`src/rtl/wb_rr_arb.sv`:
```
// Round-robin Wishbone arbiter: three masters share one slave, one owner at a time.
// Latency: request to slave 1 cycle; owner signals and slave response pass combinationally.
// Backpressure: owner keeps the slave until its cyc drops; others wait, with one idle cycle between owners.
module wb_rr_arb #(
    parameter int TIMEOUT = 255
) (
    input  logic        clk_i,
    input  logic        rst_n,
    input  logic [2:0]  m_wb_cyc_i,
    input  logic [2:0]  m_wb_stb_i,
    input  logic [2:0]  m_wb_we_i,
    input  logic [95:0] m_wb_adr_i,
    input  logic [95:0] m_wb_dat_i,
    input  logic [11:0] m_wb_sel_i,
    output logic [31:0] m_wb_dat_o,
    output logic [2:0]  m_wb_ack_o,
    output logic [2:0]  m_wb_err_o,
    output logic        s_wb_cyc_o,
    output logic        s_wb_stb_o,
    output logic        s_wb_we_o,
    output logic [31:0] s_wb_adr_o,
    output logic [31:0] s_wb_dat_o,
    output logic [3:0]  s_wb_sel_o,
    input  logic [31:0] s_wb_dat_i,
    input  logic        s_wb_ack_i,
    input  logic        s_wb_err_i,
    output logic [1:0]  grant_o
);

    localparam logic [0:0] ST_IDLE   = 1'b0;
    localparam logic [0:0] ST_OWN    = 1'b1;
    localparam logic [7:0] TMO_LIMIT = 8'(TIMEOUT);
    localparam logic [1:0] NO_OWNER  = 2'd3;

    logic [0:0]  state_q, state_d;
    logic [1:0]  owner_q, owner_d;
    logic [1:0]  last_q, last_d;
    logic [7:0]  cnt_q, cnt_d;

    logic        own;
    logic        tmo;
    logic [1:0]  cand0, cand1, cand2, pick;
    logic        sel_cyc, sel_stb, sel_we;
    logic [31:0] sel_adr, sel_dat;
    logic [3:0]  sel_sel;
    logic [2:0]  owner_onehot;
    logic        ack_fwd, err_fwd;

    // Next index in the 0 -> 1 -> 2 -> 0 rotation.
    function automatic logic [1:0] rr_next(input logic [1:0] idx);
        return (idx == 2'd2) ? 2'd0 : idx + 2'd1;
    endfunction

    assign own = (state_q == ST_OWN);
    // Timeout cycle: owner gets an error and the strobe is withheld for one cycle.
    assign tmo = own && (cnt_q == TMO_LIMIT);

    // Round-robin candidate order starts just after the previous owner.
    always_comb begin
        cand0 = rr_next(last_q);
        cand1 = rr_next(cand0);
        cand2 = rr_next(cand1);
        pick  = cand2;
        if (m_wb_cyc_i[cand0]) begin
            pick = cand0;
        end else if (m_wb_cyc_i[cand1]) begin
            pick = cand1;
        end
    end

    // Select the current owner's bus signals.
    always_comb begin
        sel_cyc = 1'b0;
        sel_stb = 1'b0;
        sel_we  = 1'b0;
        sel_adr = '0;
        sel_dat = '0;
        sel_sel = '0;
        case (owner_q)
            2'd0: begin
                sel_cyc = m_wb_cyc_i[0];
                sel_stb = m_wb_stb_i[0];
                sel_we  = m_wb_we_i[0];
                sel_adr = m_wb_adr_i[31:0];
                sel_dat = m_wb_dat_i[31:0];
                sel_sel = m_wb_sel_i[3:0];
            end
            2'd1: begin
                sel_cyc = m_wb_cyc_i[1];
                sel_stb = m_wb_stb_i[1];
                sel_we  = m_wb_we_i[1];
                sel_adr = m_wb_adr_i[63:32];
                sel_dat = m_wb_dat_i[63:32];
                sel_sel = m_wb_sel_i[7:4];
            end
            2'd2: begin
                sel_cyc = m_wb_cyc_i[2];
                sel_stb = m_wb_stb_i[2];
                sel_we  = m_wb_we_i[2];
                sel_adr = m_wb_adr_i[95:64];
                sel_dat = m_wb_dat_i[95:64];
                sel_sel = m_wb_sel_i[11:8];
            end
            default: begin
                sel_cyc = 1'b0;
            end
        endcase
    end

    // Slave side is driven only while someone owns it; otherwise all zero.
    assign s_wb_cyc_o = own & sel_cyc;
    assign s_wb_stb_o = own & sel_stb & ~tmo;
    assign s_wb_we_o  = own & sel_we;
    assign s_wb_adr_o = own ? sel_adr : 32'd0;
    assign s_wb_dat_o = own ? sel_dat : 32'd0;
    assign s_wb_sel_o = own ? sel_sel : 4'd0;

    // Response goes to the owner only; error (slave or timeout) beats ack.
    assign owner_onehot = 3'b001 << owner_q;
    assign err_fwd      = own & (s_wb_err_i | tmo);
    assign ack_fwd      = own & s_wb_ack_i & ~s_wb_err_i & ~tmo;
    assign m_wb_err_o   = err_fwd ? owner_onehot : 3'b000;
    assign m_wb_ack_o   = ack_fwd ? owner_onehot : 3'b000;
    assign m_wb_dat_o   = s_wb_dat_i;
    assign grant_o      = own ? owner_q : NO_OWNER;

    // Ownership FSM and stall counter next-state.
    always_comb begin
        state_d = state_q;
        owner_d = owner_q;
        last_d  = last_q;
        if (s_wb_stb_o && !s_wb_ack_i && !s_wb_err_i) begin
            cnt_d = cnt_q + 8'd1;
        end else begin
            cnt_d = 8'd0;
        end
        if (state_q == ST_IDLE) begin
            if (|m_wb_cyc_i) begin
                state_d = ST_OWN;
                owner_d = pick;
            end
        end else if (!sel_cyc) begin
            state_d = ST_IDLE;
            last_d  = owner_q;
        end
    end

    // State registers; reset leaves master 0 first in line.
    always_ff @(posedge clk_i or negedge rst_n) begin
        if (!rst_n) begin
            state_q <= ST_IDLE;
            owner_q <= 2'd0;
            last_q  <= 2'd2;
            cnt_q   <= 8'd0;
        end else begin
            state_q <= state_d;
            owner_q <= owner_d;
            last_q  <= last_d;
            cnt_q   <= cnt_d;
        end
    end

endmodule

```
`config.mk`:
```
export PLATFORM = sky130hd
export DESIGN_NAME = wb_rr_arb
export DESIGN_NICKNAME = d
export VERILOG_FILES = /design/src/rtl/wb_rr_arb.sv
export SDC_FILE = /design/constraint.sdc
export NUM_CORES = 1
export LEC_CHECK = 0
export ABC_AREA = 1
export ABC_CLOCK_PERIOD_IN_PS = 3900
export BUFFER_PORTS_ARGS = -buffer_cell sky130_fd_sc_hd__buf_2
export CAP_MARGIN = 40
export CORE_AREA = 3 3 138 140
export CTS_CLUSTER_SIZE = 25
export DETAILED_ROUTE_END_ITERATION = 10
export DIE_AREA = 0 0 141 143
export GPL_ROUTABILITY_DRIVEN = 0
export PLACE_DENSITY = 0.5
export SETUP_SLACK_MARGIN = 0.5
export SYNTH_ARGS = -nofsm -noshare
export SYNTH_HDL_FRONTEND = slang
export SYNTH_SLANG_ARGS = --single-unit
```
`constraint.sdc`:
```
create_clock -name clk_i -period 3.9 [get_ports clk_i]
set_clock_uncertainty 0.15 [all_clocks]
set_input_delay 0.78 -clock clk_i [delete_from_list [all_inputs] [get_ports clk_i]]
set_output_delay 0.78 -clock clk_i [all_outputs]
set_load 0.01 [all_outputs]
```
**Yosys cells after proc, flatten, opt, wreduce, memory -nomap -nowiden**

Cells that the tools add are included.

- Order comparisons: 2
- Muxes and demuxes: 25
- Bitwise logic cells: 13
- Equality and inequality tests: 6
- Reduce and logical (&&, ||, !) cells: 9
- Shift-type cells: 1
- $add $sub $neg: 4

Operator list:

| kind | count |
|---|---|
| one-hot mux 32 bit (3 select lines) | 2 |
| 2-to-1 mux 32 bit | 2 |
| 2-to-1 mux 2 bit | 6 |
| one-hot mux 4 bit (3 select lines) | 1 |
| one-hot mux 1 bit (3 select lines) | 3 |
| adder 8 x 1 -> 8 bit, second input constant | 1 |
| bitwise AND 1 bit | 8 |
| equality test 2 bit, second input constant | 4 |
| equality test 8 bit, second input constant | 1 |
| 2-to-1 mux 8 bit | 1 |
| adder 2 x 1 -> 2 bit, second input constant | 3 |
| < comparator 2 x 3 -> 1 bit, second input constant | 2 |
| 2-to-1 mux 3 bit | 2 |
| 2-to-1 mux 1 bit | 5 |
| binary-select mux 1 bit (select 2 bit) | 2 |
| 2-to-1 mux 4 bit | 1 |
| NOT 1 bit | 4 |
| AND reduction 2 bit | 2 |
| logical AND 1 bit | 3 |
| OR reduction 3 bit | 1 |
| << shifter 1 x 2 -> 3 bit, first input constant | 1 |
| equality test 2 x 1 -> 1 bit, second input constant | 1 |
| zero test 1 bit | 2 |
| zero test 2 bit | 1 |
| OR 1 bit | 1 |

- Register bits after elaboration: 13
- Output and inout port bits: 111
- Word-level logic and storage cells: 64

**Longest topological paths before layout**

- Depth in word-level cells: 8
- Gate-level depth with buffers: 8
- Depth with buffers taken out: 6

**Least setup slack after synthesis**

OpenSTA, ideal clock, no wires.

- Kind: register to output
- Start: register owner_q[0]
- End: output s_wb_adr_o[0]
- Path buffers: 2
- Stages on the path, launching flop included: 8
- Slack: 1694 ps
- Data arrival time: 1276 ps
- Cell sequence: dfrtp_1 -> clkbuf_2 -> nor2_2 -> clkbuf_1 -> nand2_1 -> nand3_1 -> nand2_1 -> inv_1

- Cells in the longest elaborated chain, start to end: 3
- Elaborated cells on any way between the ends: 5
- Classes of those cells: 2 x eq/ne; 2 x mux; 1 x reduce/logical

RTL lines:

| item | line | source |
|---|---|---|
| from (decl) | 36 | `logic [1:0] owner_q, owner_d;` |
| from (signal assigned) | 157 | `owner_q <= owner_d;` |
| equality test 2 bit (tied with other cells) | 79 | `case (owner_q)` |
| one-hot mux 32 bit (3 select lines) (*) | 79 |  |
| 2-to-1 mux 32 bit (*) | 114 | `assign s_wb_adr_o = own ? sel_adr : 32'd0;` |
| to (decl) | 21 | `output logic [31:0] s_wb_adr_o,` |

Every way passes the cells marked *; elsewhere a longest branch is shown, timed or not.

**Worst setup path in the final report**

- Start: register owner_q[1]
- End: output s_wb_cyc_o

- Cells in the longest elaborated chain, start to end: 3
- Elaborated cells on any way between the ends: 5
- Classes of those cells: 2 x eq/ne; 1 x mux; 1 x bitwise; 1 x reduce/logical

RTL lines:

| item | line | source |
|---|---|---|
| equality test 2 bit (tied with other cells) | 79 |  |
| one-hot mux 1 bit (3 select lines) (*) | 79 |  |
| bitwise AND 1 bit (*) | 111 | `assign s_wb_cyc_o = own & sel_cyc;` |
| to (decl) | 18 | `output logic s_wb_cyc_o,` |

Marked as above.

==> metrics.txt <==
GRT Overall Usage around 12%; first-pass GRT wire length 19,300 um; CP max FO 34; antenna viol nets, final 0; Initial Utilization 15.6%; Top Ports 360; placed insts between 1,000 and 1,500; DP HPWL 10,500 um; crit path capture type output port; vias in the first global route 3,831; GR Overflow Total 0; area delta synth->final 55.3%; Setup-failing EPs final 0; DR pass1 iterations 6; die width approximately 140 um; outcome finished, final reports clean; fraction of layout cells with a size suffix above 1 about 37%; H-Tree Level Count 1; pre-CTS setup slack 1270 ps; drt via density about 4; pwr dens approximately 600 nW/um2; number of antenna violations at the first check in global routing 0; final hold vios 0; drt wl/cell around 12 um; max_cap viols 0; routed vias around 4,200; DRT Wirelength about 13,000 um; Worst-Margin Slew roughly 810 ps; cell count after synthesis 590; TritonCTS clock tree built; Seq/Total Area, Yosys a little under an eighth; largest net degree at the start of global routing 64; initial DRC count between 200 and 250; Row Count 49; Die ar. between 20,000 and 25,000 um2; Synth Cell Area 2810 um2; CTS buffer count 3; VDD IR max 0.000355 V; clock tree buffer depth 2; unrepaired setup endpoints after global routing false; Synthesis Warnings 0; Mapped Nets 840; layer with the highest usage met2; startpoint types flop; Non-Filler Instances roughly 1,100; area of the multi-input gates 1790 um2; Tcrit/Tclk final between 70% and 80%; global routing usage on met3 2.34%; HP Class primary input to asynchronous set/reset pin; synthesized area per cell 4.76 um2; Remaining DRCs 0; Final Util roughly a quarter; GR Util met2 21.5%; clk slew on worst S/H paths ~50 ps; worst skew pair latency ~240 ps; Layout fillers 2,118; Pins Over Slew Limit 0; flops & latches, synth 13; sequential cell area 328 um2; Leak between 3 and 4 nW; cts hold-fix bufs 0; CTS-repair resized insts 0; Slew headroom between 40% and 50%; die height 143 um; Final WS setup between 1000 and 1500 ps; CP Data Arrival Time ~1900 ps; Fmax approximately 0.35 GHz; PortBufs around 300; Post-CTS Setup Repair Bufs 0; clk sink count 13; Unique masters post-synth 23; CTS Root Cell clkbuf_16; CP Data Required Time slightly below 3000 ps; core area about 18,000 um2; setup TNS 0 ps; ANT cells 0; Setup CP Type flop to output port; grt met1 use between 10% and 20%; Nets about 1,100; crit path time final approximately 2900 ps
==> worst paths after layout <==
path | startpoint | end | slack, ps | cells after the start
worst min-delay path | rst_n | cnt_q[5] | 280 | 1
worst min register to register | cnt_q[0] | cnt_q[0] | 300 | 1
worst max register to register | owner_q[1] | own | 2110 | 7
worst max-delay path | owner_q[1] | s_wb_cyc_o | 1030 | 8
min in group clk_i | cnt_q[0] | cnt_q[0] | 300 | 1
max in group asynchronous | rst_n | last_q[1] | 3040 | 1
==> cells by family (layout without fill, tap and decap cells) <==
family | after synthesis | in the layout | share of synthesized area [%]
DFF | 13 | 13 | 11.6
buffers and inverters | 149 | 392 | 25.0
adders and majority gates | 1 | 1 | 0.446
and+or+nand+nor | 416 | 416 | 60.3
AOI/OAI and AO/OA | 8 | 8 | 1.69
xor gates and xnor gates | 3 | 3 | 0.936
==> cells in the mapped netlist <==
library cell  count  area (um2)
dfstp_2           1        26.3
nor2_2            3        18.8
inv_1            87         327
clkbuf_1          8        30.0
nor2_1           24        90.1
a21o_1            2        15.0
nand4_1           3        18.8
ha_1              1        12.5
xor2_1            1        8.76
and3_1            1        6.26
a21oi_1           3        15.0
nand4_2           1        12.5
buf_1             3        11.3
xnor2_1           2        17.5
o21ai_0           2        10.0
buf_2            18        90.1
clkbuf_2          1        5.00
and2_1            1        6.26
dfrtp_1          12         300
o21bai_1          1        7.51
buf_4            32         240
nand3_1          81         405
nand2_1         302        1130
==> layer usage <==
layer | share of wire, % | vias to the layer above
met2 | 50 | 202
li1 | - | 2211
met3 | 9.1 | 16
met1 | 39 | 1812
met5 | 0 | -
met4 | 1.1 | 0
==> through the flow <==
step	hold slack [ps]	total power, W	area [um2]
floorplan	283	0.00165	2810
global placement	302	0.00248	4280
detailed placement	304	0.00246	4280
CTS	281	0.00267	4360
global route	290	0.00295	4360
finish	276	0.00262	4360
==> cell usage in the layout, fill, tap and decap left out <==
master | Yosys | final
nand2_1 | 302 | 302
buf_2 | 18 | 295
inv_1 | 87 | 87
nand3_1 | 81 | 81
nor2_1 | 24 | 24
dfrtp_1 | 12 | 11
buf_4 | 32 | 4
nor2_4 | 0 | 3
nand4_1 | 3 | 3
a21oi_1 | 3 | 3
clkbuf_16 | 0 | 3
a21o_1 | 2 | 2
xnor2_1 | 2 | 2
o21ai_0 | 2 | 2
buf_12 | 0 | 2
and3_1 | 1 | 1
nand4_2 | 1 | 1
xor2_1 | 1 | 1
o21bai_1 | 1 | 1
and2_1 | 1 | 1
ha_1 | 1 | 1
clkbuf_1 | 8 | 1
dfstp_2 | 1 | 1
dfrtp_2 | 0 | 1
==> area by class of cell <==
cell class / instances / share of cell area (%)
clock buffers: 4 / 1.81
inverters: 87 / 7.49
multi-input cells: 428 / 41.1
flip-flops and latches: 13 / 7.52
well taps: 229 / 6.57
repair buffers: 301 / 35.5
==> critical path: stages (launching register included) <==
cell and delay, ps:
dfrtp_1 490, inv_1 160, nor2_4 110, buf_4 370
nand2_1 130, nand3_1 130, nand2_1 80, inv_1 90
buf_2 130
==> registers in the layout, summed over array words and instances, names as in the netlist <==
register	flops
cnt_q	8
own	1
last_q	2
owner_q	2
==> where the power goes <==
| group | internal [W] | leakage (nW) | switching, W |
|---|---|---|---|
| sequential | 0.000167 | 0.169 | 0.000105 |
| clock | 0.000138 | 0.0382 | 0.0000560 |
| combinational | 0.000807 | 2.79 | 0.00135 |
| total | 0.00111 | 3.00 | 0.00151 |
Note: power is estimated with default switching activity, not from simulation.
